**config.mk**
```make
export PLATFORM = sky130hd
export DESIGN_NAME = ctl_status_writer_flat
export DESIGN_NICKNAME = d
export VERILOG_FILES = /design/src/rtl/ctl_status_writer_if.sv /design/src/rtl/ctl_status_writer.sv /design/src/flat_wrapper.sv
export SDC_FILE = /design/constraint.sdc
export NUM_CORES = 1
export LEC_CHECK = 0
export BUFFER_PORTS_ARGS = -buffer_cell sky130_fd_sc_hd__buf_4
export CAP_MARGIN = 40
export CELL_PAD_IN_SITES_DETAIL_PLACEMENT = 0
export CELL_PAD_IN_SITES_GLOBAL_PLACEMENT = 1
export CORE_ASPECT_RATIO = 0.9
export CORE_MARGIN = 5
export CORE_UTILIZATION = 35
export CTS_BUF_LIST = sky130_fd_sc_hd__clkbuf_2
export CTS_CLUSTER_DIAMETER = 40
export DETAILED_ROUTE_END_ITERATION = 12
export PLACE_DENSITY = 0.76
export SETUP_SLACK_MARGIN = 0.02
export SLEW_MARGIN = 20
export SYNTH_ARGS = -nofsm -noshare
export SYNTH_HDL_FRONTEND = slang
export SYNTH_SLANG_ARGS = --single-unit
```
**constraint.sdc**
```tcl
create_clock -name CLK -period 4.15 [get_ports CLK]
set_clock_uncertainty 0.2 [all_clocks]
set_input_delay 0.415 -clock CLK [delete_from_list [all_inputs] [get_ports CLK]]
set_output_delay 0.415 -clock CLK [all_outputs]
set_load 0.01 [all_outputs]
```
**src/rtl/ctl_status_writer_if.sv**
```systemverilog
// Controller BRAM write port shared with the config reader via REQ/GNT.
// The writer drives the request and write strobes; the arbiter drives the grant.
interface ctl_status_writer_if;
    logic        BUS_REQ;
    logic        BUS_GNT;
    logic        WE;
    logic [7:0]  ADDR;
    logic [15:0] DIN;
    logic        BUSY;

    modport master (
        output BUS_REQ,
        output WE,
        output ADDR,
        output DIN,
        output BUSY,
        input  BUS_GNT
    );

    modport slave (
        input  BUS_REQ,
        input  WE,
        input  ADDR,
        input  DIN,
        input  BUSY,
        output BUS_GNT
    );
endinterface

```
**src/rtl/ctl_status_writer.sv**
```systemverilog
// Publishes version words once after reset, then FPGA_STATE on every status change.
// Optional periodic FPGA_STATE rewrite: CTL_STATUS_PERIODIC_REFRESH_EN.
module ctl_status_writer #(
    parameter logic [7:0] VersionMajor = 8'h90,
    parameter logic [7:0] VersionMinor = 8'h00
`ifdef CTL_STATUS_PERIODIC_REFRESH_EN
    ,
    parameter int unsigned RefreshCycles = 20480
`endif
) (
    input  logic                       CLK,
    input  logic                       RESETN,
    input  logic                       THERMO,
    input  logic                       MOD_SEGMENT,
    input  logic                       STM_SEGMENT,
    input  logic                       IS_STM_MODE,
    ctl_status_writer_if.master        bus
);

    localparam logic [7:0] AddrState = 8'h01;
    localparam logic [7:0] AddrMajor = 8'h02;
    localparam logic [7:0] AddrMinor = 8'h03;

    typedef enum logic [2:0] {
        ST_INIT_MAJOR,
        ST_INIT_MINOR,
        ST_IDLE,
        ST_REQ,
        ST_WR
    } state_e;

    typedef enum logic [1:0] {
        K_MAJOR,
        K_MINOR,
        K_STATE
    } kind_e;

    state_e      state_q, state_d;
    kind_e       kind_q, kind_d;
    logic [7:0]  s_q, s_d;
    logic [7:0]  last_q, last_d;
    logic        req_q, req_d;
    logic        we_q, we_d;
    logic [7:0]  addr_q, addr_d;
    logic [15:0] din_q, din_d;
    logic        busy_q, busy_d;
    logic [7:0]  s_live;
    logic        refresh;

    // bit7 tells the CPU the word came from the FPGA, not BRAM power-on zero
    assign s_live = {1'b1, 3'b000, IS_STM_MODE, STM_SEGMENT,
                     MOD_SEGMENT, THERMO};

`ifdef CTL_STATUS_PERIODIC_REFRESH_EN
    localparam int unsigned CntW =
        (RefreshCycles > 1) ? $clog2(RefreshCycles) : 1;

    logic [CntW-1:0] cnt_q, cnt_d;
    logic            refresh_q, refresh_d;
    logic            wrap;
    logic            state_wr_done;

    assign wrap = (cnt_q == CntW'(RefreshCycles - 1));
    assign state_wr_done = (state_q == ST_WR) && (kind_q == K_STATE);

    always_comb begin
        cnt_d = wrap ? '0 : cnt_q + 1'b1;
        refresh_d = wrap | (refresh_q & ~state_wr_done);
    end

    always_ff @(posedge CLK) begin
        if (!RESETN) begin
            cnt_q     <= '0;
            refresh_q <= 1'b0;
        end else begin
            cnt_q     <= cnt_d;
            refresh_q <= refresh_d;
        end
    end

    assign refresh = refresh_q;
`else
    assign refresh = 1'b0;
`endif

    always_comb begin
        state_d = state_q;
        kind_d  = kind_q;
        s_d     = s_live;
        last_d  = last_q;
        req_d   = req_q;
        we_d    = 1'b0;
        addr_d  = addr_q;
        din_d   = din_q;

        unique case (state_q)
            ST_INIT_MAJOR: begin
                kind_d  = K_MAJOR;
                req_d   = 1'b1;
                state_d = ST_REQ;
            end
            ST_INIT_MINOR: begin
                kind_d  = K_MINOR;
                req_d   = 1'b1;
                state_d = ST_REQ;
            end
            ST_IDLE: begin
                if ((s_q != last_q) || refresh) begin
                    kind_d  = K_STATE;
                    req_d   = 1'b1;
                    state_d = ST_REQ;
                end
            end
            ST_REQ: begin
                if (bus.BUS_GNT) begin
                    we_d    = 1'b1;
                    state_d = ST_WR;
                    unique case (kind_q)
                        K_MAJOR: begin
                            addr_d = AddrMajor;
                            din_d  = {8'h00, VersionMajor};
                        end
                        K_MINOR: begin
                            addr_d = AddrMinor;
                            din_d  = {8'h00, VersionMinor};
                        end
                        default: begin
                            addr_d = AddrState;
                            din_d  = {8'h00, s_live};
                        end
                    endcase
                end
            end
            ST_WR: begin
                req_d = 1'b0;
                if (kind_q == K_STATE) begin
                    last_d = din_q[7:0];
                end
                // version writes chain through INIT_* so REQ drops a cycle
                unique case (kind_q)
                    K_MAJOR: state_d = ST_INIT_MINOR;
                    default: state_d = ST_IDLE;
                endcase
            end
            default: begin
                state_d = ST_IDLE;
            end
        endcase

        busy_d = (state_d != ST_IDLE);
    end

    always_ff @(posedge CLK) begin
        if (!RESETN) begin
            state_q <= ST_INIT_MAJOR;
            kind_q  <= K_MAJOR;
            s_q     <= 8'h00;
            last_q  <= 8'h00;
            req_q   <= 1'b0;
            we_q    <= 1'b0;
            addr_q  <= 8'h00;
            din_q   <= 16'h0000;
            busy_q  <= 1'b1;
        end else begin
            state_q <= state_d;
            kind_q  <= kind_d;
            s_q     <= s_d;
            last_q  <= last_d;
            req_q   <= req_d;
            we_q    <= we_d;
            addr_q  <= addr_d;
            din_q   <= din_d;
            busy_q  <= busy_d;
        end
    end

    assign bus.BUS_REQ = req_q;
    assign bus.WE      = we_q;
    assign bus.ADDR    = addr_q;
    assign bus.DIN     = din_q;
    assign bus.BUSY    = busy_q;

endmodule

```
**src/flat_wrapper.sv**
```systemverilog
// flat-port wrapper written by rule: the top's interface ports become plain ports
module ctl_status_writer_flat 
#(
    parameter logic [7:0] VersionMajor = 8'h90,
    parameter logic [7:0] VersionMinor = 8'h00

)
  (CLK, RESETN, THERMO, MOD_SEGMENT, STM_SEGMENT, IS_STM_MODE, bus_BUS_REQ, bus_WE, bus_ADDR, bus_DIN, bus_BUSY, bus_BUS_GNT);
  ctl_status_writer_if bus_i ();
  input  logic CLK;
  input  logic RESETN;
  input  logic THERMO;
  input  logic MOD_SEGMENT;
  input  logic STM_SEGMENT;
  input  logic IS_STM_MODE;
  output wire logic [$bits(bus_i.BUS_REQ)-1:0] bus_BUS_REQ;
  output wire logic [$bits(bus_i.WE)-1:0] bus_WE;
  output wire logic [$bits(bus_i.ADDR)-1:0] bus_ADDR;
  output wire logic [$bits(bus_i.DIN)-1:0] bus_DIN;
  output wire logic [$bits(bus_i.BUSY)-1:0] bus_BUSY;
  input wire logic [$bits(bus_i.BUS_GNT)-1:0] bus_BUS_GNT;
  assign bus_BUS_REQ = bus_i.BUS_REQ;
  assign bus_WE = bus_i.WE;
  assign bus_ADDR = bus_i.ADDR;
  assign bus_DIN = bus_i.DIN;
  assign bus_BUSY = bus_i.BUSY;
  assign bus_i.BUS_GNT = bus_BUS_GNT;
  ctl_status_writer #(.VersionMajor(VersionMajor), .VersionMinor(VersionMinor)) u_core (.CLK(CLK), .RESETN(RESETN), .THERMO(THERMO), .MOD_SEGMENT(MOD_SEGMENT), .STM_SEGMENT(STM_SEGMENT), .IS_STM_MODE(IS_STM_MODE), .bus(bus_i));
endmodule
```
==> results of run 1 <==
[per-stage QoR]
| stage | utilization, % | power (uW) | area, um2 |
|---|---|---|---|
| 3_3_place_gp | 39.7 | 333 | 1230 |
| 6_report | 40.4 | 429 | 1250 |
| 4_1_cts | 40.4 | 435 | 1250 |
| 3_5_place_dp | 39.7 | 334 | 1230 |
| 5_1_grt | 40.4 | 447 | 1250 |
| 2_1_floorplan | - | 327 | 1200 |
[power groups by stage]
stage | combinational (uW) | clock [uW] | sequential, uW
2_1_floorplan | 42.6 | 0 | 284
3_3_place_gp | 47.2 | 0 | 286
3_5_place_dp | 47.7 | 0 | 286
4_1_cts | 47.8 | 106 | 281
5_1_grt | 53.6 | 111 | 283
6_report | 47.7 | 99.8 | 281
[state kept, by name, summed over array words and instances (netlist names)]
register            cells
u_core.bus.ADDR         2
u_core.bus.BUSY         1
u_core.bus.BUS_REQ      1
u_core.bus.DIN          6
u_core.bus.WE           1
u_core.kind_q           2
u_core.last_q           6
u_core.s_q              5
u_core.state_q          3
[cell usage in the layout, fill, tap and decap left out, types with 2 or more instances in the layout]
master | synthesis | routed
nor2_1 | 4 | 4
buf_4 | 17 | 17
xnor2_1 | 4 | 4
and2_1 | 6 | 6
nor3b_1 | 2 | 2
a21boi_0 | 7 | 7
nor2b_1 | 7 | 7
clkbuf_2 | 0 | 3
nand2_1 | 7 | 7
dfxtp_1 | 27 | 27
a21oi_1 | 2 | 2
conb_1 | 1 | 16
o211a_1 | 2 | 2
mux2i_1 | 6 | 6
nand3_1 | 5 | 5
[final cells by class]
class                           count  area share (%)
Sequential cell                    27            43.2
Multi-Input combinational cell     82            40.5
Timing Repair Buffer               17            10.2
Tap cell                           42            4.20
Clock buffer                        3            1.20
Clock inverter                      1           0.601
[worst max path at each step]
stage,cells after the start,start,to,slack [ns]
3_3_place_gp,4,u_core.kind_q[1],u_core.last_q[2],2.44
4_1_cts,4,u_core.kind_q[1],u_core.last_q[7],2.31
6_report,4,u_core.kind_q[1],u_core.last_q[7],2.29
2_1_floorplan,6,u_core.kind_q[1],u_core.last_q[0],2.64
3_5_place_dp,4,u_core.kind_q[1],u_core.last_q[7],2.35
5_1_grt,4,u_core.kind_q[1],u_core.last_q[4],2.26
[cells by family after synthesis]
family,share of synthesized area (%)
xor+xnor,3.83
mux,6.24
compound gates,9.64
buf+inv,13.3
other cells,0.328
simple gates,19.4
flops,47.3
[worst reg2reg max path: cells and delay by family (launching register included)]
kind | cells | cell delay (ns)
multiplexers | 1 | 0.23
flip-flops | 1 | 0.58
AND/OR/NAND/NOR | 3 | 0.78
[metal layers]
| layer | vias to the layer above | track usage (%) | wire length (um) |
|---|---|---|---|
| met4 | 0 | 4.55 | 29 |
| met2 | 23 | 15.3 | 921 |
| li1 | 389 | - | - |
| met5 | - | 0 | 0 |
| met3 | 2 | 3.13 | 126 |
| met1 | 351 | 10.8 | 943 |
==> results.md, run 1 <==
* DRC at 0
* Multi-input logic area at 507 um2
* Storage cell area at 541 um2
* Dpl hpwl at 1470 um
* Internal power at 315 uW
* First-pass GRT wire length at 3360 um
* Final ANT Viol Nets at 0
* Reg clk slew, reported paths at 0.25 ns
* Relative max-transition margin at 63.4%
* Post-synth EDFFs at 0
* Diode count at 0
* Reg-to-Reg Start: u_core.kind_q[1]
* Worst hold path class: input port to flop
* Final Slew Violations at 0
* Hold-fix buffers at CTS at 0
* Die Width at 70.2 um
* Vias in the first global route at 755
* CP required at 4.24 ns
* Antenna violations before repair at 0
* Final wirelength at 2020 um
* Flops & latches, synth at 27
* Num rows at 19
* Via density at 4.45
* Post-CTS Setup Bufs at 0
* Share of layout cells above drive strength 1 at 17.7%
* GRT Overall Usage at 9.29%
* Max clock buf depth at 2
* Period utilization at 44.8%
* Number of buffers created by CTS at 3
* Worst-margin pin slew at 0.544 ns
* Mapped Cells at 115
* Worst setup margin at 2.29 ns
* Hold depth at 2
* Total clock sinks at 27
* Fin. Hold Viols at 0
* Setup TNS at 0 ns
* RSZ-0062 raised after global routing: no
* Crit-path max cell delay at 0.62 ns
* Outcome: finished, final reports clean
* Sequential group share of total power at 65.6%
* Sw Ratio at 26.5%
* Max-cap viol count at 0
* Crit. End Element: flop
* H-tree depth at 1
* Placer Congestion at 0.690
* Async S/R FF share, synth at 0%
* DIE HEIGHT at 64.2 um
* CP max FO at 10
* Largest area contributor in the netlist: dfxtp_1
* CP Class: flop to flop
* Synth top area share at 47.3%
* Top post-synthesis cells by count: dfxtp_1 (27), buf_4 (17), a21boi_0 (7), nand2_1 (7), nor2b_1 (7)
* Initial DRC count at 53
* Ys flop type: dfxtp_1
* Max IR drop VDD at 162 uV
* Placed Cells at 168
* Clock share of power at 23.3%
* Count leader, synth: dfxtp_1
* Worst-Skew Late Latency at 0.35 ns
* Hold path startpoint: IS_STM_MODE
* R2r setup slk at 2.29 ns
* DR WL/cell at 11.8 um
* PostCTS Resize Cnt at 0
* Ranking of synthesized cells by area: dfxtp_1 (47%), buf_4 (11%), mux2i_1 (5.3%)
* Avg Inst Size Synth at 9.93 um2
* Largest net degree at the start of global routing at 27
* Grt ovf at 0
* Router iterations before antenna repair at 4
* R2R cell count at 4
* Port Buffers at 17
* CTS tree: done
* Logic pwr share at 11.1%
* Warnings from Yosys at 0
* DR vias at 765
* Crit path launch type: flop
* Pwr/cell area at 343 mW/mm2
* Initial Util at 37.0%
* R2R Path End: u_core.last_q[7]
* Layout overhead on the synthesized area at 9.42%
* Cell Count, Final, Fillers Out at 172
* Family with the most delay on the worst path: simple AND/OR/NAND/NOR gates
* Root buffer cell: clkbuf_2
* Slowest cell on crit path: or4_1
* Worst Hold Slack at 0.0505 ns
* Setup WS pre-CTS at 2.35 ns
* Number of fill cells in the layout at 319
* FMAX at 538 MHz
* Io pins at 34
* Leak at 0.000561 uW
* Core area at 0.00309 mm2
* Post-Syn Area at 0.00114 mm2
* NetSw at 114 uW
* Total die area at 0.00451 mm2
* Sequential fraction of the synthesis area at 47.3%
* Final min period at 1.86 ns
* Endpoints failing setup at 0
* Final nets at 138
* Worst path buffer plus inverter count at 0
* Worst Path Arrival at 1.94 ns
* Worst Hold End: u_core.s_q[3]
* Yosys cell types at 31
* Critical Path, Cell by Cell: nand2_1, or4_1, mux2i_1, nor2b_1
Power figures use the tool's default switching activity.
==> run 2, diff against run 1 <==
Settings changed: ABC_AREA set to 1, CORE_UTILIZATION 35 to 34, PLACE_DENSITY 0.76 to 0.8.
Clock period 4.15 ns to 1.7 ns, I/O delays scaled along.
==> results.md, run 2 <==
* Share of layout cells above drive strength 1 at 16.6% (-1.1 points)
* DIE HEIGHT at 65.3 um (+1.7%)
* Storage cell area at 541 um2 (unchanged)
* Count leader, synth: dfxtp_1
* Worst setup margin at 0.0789 ns (-2.21 ns)
* Ys flop type: dfxtp_1
* Crit. End Element: flop
* Reg-to-Reg Start: u_core.kind_q[1]
* CP Class: input port to flop
* Crit-path max cell delay at 0.54 ns (-0.08 ns)
* Fin. Hold Viols at 0 (unchanged)
* Sequential fraction of the synthesis area at 46.9% (-0.46 points)
* Top post-synthesis cells by count: dfxtp_1 (27), inv_1 (25), nand2_1 (25)
* Setup WS pre-CTS at 0.248 ns (-2.10 ns)
* Worst-Skew Late Latency at 0.36 ns (about the same)
* Power Total at 1070 uW (+150%)
* R2R cell count at 5 (+1)
* Final ANT Viol Nets at 0 (unchanged)
* Io pins at 34 (unchanged)
* Vias in the first global route at 837 (+11%)
* Placer Congestion at 0.824 (+19%)
* Period utilization at 95.4%
* Most frequent cells in the layout: dfxtp_1 (27), inv_1 (25), nand2_1 (25), buf_4 (17), conb_1 (16)
* Worst-margin pin slew at 0.550 ns (+0.00570 ns)
* Initial Util at 34.7% (-2.3 points)
* Router iterations before antenna repair at 4 (unchanged)
* Total die area at 0.00466 mm2 (+3.4%)
* CP required at 1.80 ns (-2.44 ns)
* Core area at 0.00333 mm2 (+7.7%)
* Num rows at 20 (+1)
* Setup TNS at 0 ns (unchanged)
* Post-synth EDFFs at 0 (unchanged)
* Cell mode on critical path: dlygate4sd3_1
* RSZ-0062 raised after global routing: no
* GRT Overall Usage at 9.87% (+0.57 points)
* Slowest cell on crit path: dlygate4sd3_1
* CTS tree: done
* Antenna violations before repair at 0 (unchanged)
* Largest net degree at the start of global routing at 17 (-37%)
* Multi-input logic area at 423 um2 (-17%)
* Crit path launch type: input port
* R2R Path End: u_core.last_q[7]
* First-pass GRT wire length at 3680 um (+9.4%)
* Final min period at 1.62 ns
* Cell Count, Final, Fillers Out at 219 (+27%)
* Largest area contributor in the netlist: dfxtp_1
* Outcome: finished, final reports clean
* CP max FO at 2 (-8)
* R2r setup slk at 0.22 ns (-2.07 ns)
* Final Slew Violations at 0 (unchanged)
* Synth top area share at 46.9% (-0.46 points)
* Placed Cells at 205 (+22%)
* Worst hold path class: flop to flop
* Post-CTS Setup Bufs at 0 (unchanged)
* Final nets at 183 (+33%)
* Yosys cell types at 24 (-23%)
* DR WL/cell at 10.2 um (-13%)
* Finished Cell Area at 0.00137 mm2 (+9.9%)
* Worst Hold End: u_core.last_q[4]
* Total clock sinks at 27 (unchanged)
* Die Width at 71.4 um (+1.7%)
* Dpl hpwl at 1640 um (+12%)
* DRC at 0 (unchanged)
* Warnings from Yosys at 0 (unchanged)
* Via density at 4.18 (-6.1%)
* Avg Inst Size Synth at 7.79 um2 (-22%)
* Max-cap viol count at 0 (unchanged)
* Layout overhead on the synthesized area at 19.1%
* Endpoints failing setup at 0 (unchanged)
* Port Buffers at 17 (unchanged)
* Hold path startpoint: u_core.last_q[4]
* Grt ovf at 0 (unchanged)
* Diode count at 0 (unchanged)
* Relative max-transition margin at 63.2% (-0.19 points)
* Worst Path Arrival at 1.72 ns (-0.22 ns)
* Root buffer cell: clkbuf_2
* DR vias at 915 (+20%)
* Number of buffers created by CTS at 3 (unchanged)
* Mapped Cells at 148 (+29%)
* Leak at 0.000684 uW (+22%)
* Flops & latches, synth at 27 (unchanged)
* Pwr/cell area at 782 mW/mm2 (+130%)
* Reg clk slew, reported paths at 0.26 ns (about the same)
* Initial DRC count at 33 (-38%)
* H-tree depth at 1 (unchanged)
* Post-Syn Area at 0.00115 mm2 (+0.99%)
* FMAX at 617 MHz
* Number of fill cells in the layout at 349 (+9.4%)
* Async S/R FF share, synth at 0% (unchanged)
* Hold depth at 2 (unchanged)
* Final wirelength at 2240 um (+11%)
* Post-DP Area at 0.00125 mm2 (+1.9%)
* Max clock buf depth at 2 (unchanged)
* Max IR drop VDD at 617 uV (+280%)
* Critical Path, Cell by Cell: dlygate4sd3_1, buf_4, nand2_1, dlygate4sd3_1, inv_1, a32o_1
* Commonest non-fill, non-tap cell in the layout: dfxtp_1
* Ranking of synthesized cells by area: dfxtp_1 (47%), buf_4 (10%), inv_1 (8.1%)
==> run 2: area by class of cell <==
type	instances	area share (%)
clock buffers	3	1.09
clock inverters	1	0.546
inverters	28	7.65
multi-input cells	89	30.8
flip-flops and latches	27	39.3
well taps	44	4.01
repair buffers	27	16.6
==> run 2: repair_timing <==
item,4_1_cts,5_1_grt
hold buffers,10,0
gates resized for setup,0,0
hold endpoints to repair,27,0
==> run 2: worst max path at each step <==
stage          depth (start not counted)                end              start
3_5_place_dp                           5   u_core.last_q[7]   u_core.kind_q[1]
6_report                               6  u_core.bus.DIN[2]        STM_SEGMENT
5_1_grt                                6   u_core.last_q[7]  u_core.state_q[0]
3_3_place_gp                           5   u_core.last_q[7]   u_core.kind_q[1]
4_1_cts                                6  u_core.bus.DIN[2]        STM_SEGMENT
2_1_floorplan                          6  u_core.bus.DIN[0]  u_core.state_q[0]
==> run 2: report_power, final <==
part / total, uW / internal, uW / switching (uW) / leakage, uW
registers: 679 / 660 / 18.1 / 0.000221
clock network: 249 / 54.5 / 194 / 0.0000126
logic: 147 / 62.3 / 84.7 / 0.000451
==> run 2: kinds of logic (layout without fill, tap and decap cells) <==
group | Yosys count | count (layout) | share of synthesized area [%]
DFF | 27 | 27 | 46.9
AOI/OAI and AO/OA | 26 | 26 | 14.3
and+or+nand+nor | 47 | 47 | 17.1
other | 1 | 16 | 0.325
buffers and inverters | 47 | 59 | 21.4
==> run 2: worst max-delay path: cells and delay by family <==
family,cells,cell delay [ns]
buffers and inverters,4,1.27
and+or+nand+nor,1,0.04
AOI/OAI and AO/OA,1,0.25
==> run 2: metal layers <==
| layer | wire (um) | track usage [%] | vias up | part of all wire, % |
|---|---|---|---|---|
| met5 | 0 | 0 | - | 0 |
| met4 | 12 | 2.11 | 0 | 0.54 |
| met3 | 148 | 4.28 | 2 | 6.6 |
| met2 | 1070 | 15.8 | 23 | 48 |
| met1 | 1010 | 12.3 | 406 | 45 |
| li1 | - | - | 484 | - |
==> run 2: stage by stage <==
step                      utilization [%]  hold slack [ns]
after floorplan                         -         -0.00228
after CTS                            41.3            0.279
after global routing                 41.3            0.288
after detailed placement             37.6            0.189
final                                41.3            0.282
after global placement               37.6            0.189
==> run 3, diff against run 2 <==
Settings changed: BUFFER_PORTS_ARGS -buffer_cell sky130_fd_sc_hd__buf_4 to -buffer_cell sky130_fd_sc_hd__buf_2.
==> results.md, run 3 (synthesized netlist as in run 2, its figures left out) <==
* FMAX at 610 MHz (-1.1%)
* Pwr/cell area at 784 mW/mm2 (+0.26%)
* Reg clk slew, reported paths at 0.25 ns (about the same)
* Router iterations before antenna repair at 4 (unchanged)
* Crit. End Element: flop
* Commonest non-fill, non-tap cell in the layout: dfxtp_1
* Core area at 0.00333 mm2 (unchanged)
* First-pass GRT wire length at 3810 um (+3.6%)
* Total die area at 0.00466 mm2 (unchanged)
* Final ANT Viol Nets at 0 (unchanged)
* CP Class: input port to flop
* CTS tree: done
* Initial Util at 34.7% (unchanged)
* Placer Congestion at 0.820 (-0.44%)
* Largest net degree at the start of global routing at 17 (unchanged)
* DRC at 0 (unchanged)
* RSZ-0062 raised after global routing: no
* Period utilization at 96.4% (+1.0 points)
* Crit path launch type: input port
* Io pins at 34 (unchanged)
* Max clock buf depth at 2 (unchanged)
* Max IR drop VDD at 609 uV (-1.3%)
* Logic pwr share at 13.3% (-0.4 points)
* Vias in the first global route at 850 (+1.6%)
* Diode count at 0 (unchanged)
* Setup TNS at 0 ns (unchanged)
* DR vias at 927 (+1.3%)
* Final min period at 1.64 ns (+0.0173 ns)
* Clock share of power at 22.7% (-0.5 points)
* Root buffer cell: clkbuf_2
* Number of buffers created by CTS at 3 (unchanged)
* DR WL/cell at 10.4 um (+1.8%)
* NetSw at 290 uW (-2.5%)
* Total clock sinks at 27 (unchanged)
* Internal power at 771 uW (-0.83%)
* Worst setup margin at 0.0616 ns (-0.0173 ns)
* Via density at 4.19 (+0.39%)
* Num rows at 20 (unchanged)
* Core Util, Final at 40.6% (-0.64 points)
* Fin. Hold Viols at 0 (unchanged)
* Worst hold path class: flop to flop
* Grt ovf at 0 (unchanged)
* Die Width at 71.4 um (unchanged)
* CP max FO at 6 (+4)
* H-tree depth at 1 (unchanged)
* Outcome: finished, final reports clean
* Worst-Skew Late Latency at 0.35 ns (about the same)
* Layout overhead on the synthesized area at 17.2%
* Share of layout cells above drive strength 1 at 16.9% (+0.38 points)
* Sequential group share of total power at 64.0% (+0.8 points)
* Setup WS pre-CTS at 0.235 ns (-0.0125 ns)
* Final Slew Violations at 0 (unchanged)
* Dpl hpwl at 1660 um (+1.5%)
* Sw Ratio at 27.3% (-0.34 points)
* Port Buffers at 17 (unchanged)
* Final nets at 185 (+1.1%)
* Max-cap viol count at 0 (unchanged)
* CP required at 1.81 ns (about the same)
* Initial DRC count at 56 (+70%)
* Worst Path Arrival at 1.75 ns (+0.03 ns)
* Final wirelength at 2300 um (+2.8%)
* Antenna violations before repair at 0 (unchanged)
* GRT Overall Usage at 10.2% (+0.33 points)
* DIE HEIGHT at 65.3 um (unchanged)
* Most frequent cells in the layout: dfxtp_1 (26), inv_1 (25), nand2_1 (25), buf_2 (17), conb_1 (16)
* Endpoints failing setup at 0 (unchanged)
* Leak at 0.000688 uW (+0.63%)
-- run 3: per-stage QoR --
step                power, uW  instances  cell area, um2  hold slack [ns]
finish                   1060        221            1350            0.275
global route             1120        221            1350            0.294
CTS                      1070        221            1350            0.274
detailed placement        809        205            1210            0.188
global placement          808        205            1210            0.189
floorplan                 802        163            1210         -0.00228
-- run 3: area by class of cell --
class	instances	area (um2)
clock buffers	3	15.0
clock inverters	1	7.51
fillers	349	1980
inverters	28	105
multi-input cells	89	423
flip-flops and latches	27	542
well taps	44	55.1
repair buffers	29	205
-- run 3: per-layer routing --
metal / vias up / global-route usage (%) / part of all wire [%]
met5: - / 0 / 0
met4: 0 / 1.41 / 0.26
met3: 2 / 3.98 / 7.0
met2: 19 / 17.8 / 50
met1: 419 / 12.1 / 43
li1: 487 / - / -
-- run 3: power by group through the flow --
stage               registers (uW)  logic [uW]  clock network, uW
finish                         679         141                241
global route                   684         159                278
CTS                            679         141                255
detailed placement             690         119                  0
global placement               690         118                  0
floorplan                      692         110                  0
-- run 3: worst max-delay path: stages --
cell,delay [ns]
buf_2,0.15
dlygate4sd3_1,0.67
inv_1,0.12
nor2_1,0.10
dlygate4sd3_1,0.54
-- run 3: what timing repair did --
item / in CTS / in global routing
buffers inserted: 0 / 0
gates resized for setup: 0 / 1
hold endpoints to repair: 23 / 0
setup endpoints to repair: 0 / 1
hold buffers: 12 / 0
-- run 3: worst paths after layout --
kind	endpoint	slack, ns	from	depth (start not counted)
max	u_core.state_q[2]	0.06	RESETN	5
min reg2reg	u_core.last_q[4]	0.27	u_core.last_q[4]	2
min	u_core.last_q[4]	0.27	u_core.last_q[4]	2
max reg2reg	u_core.state_q[2]	0.15	u_core.state_q[1]	5
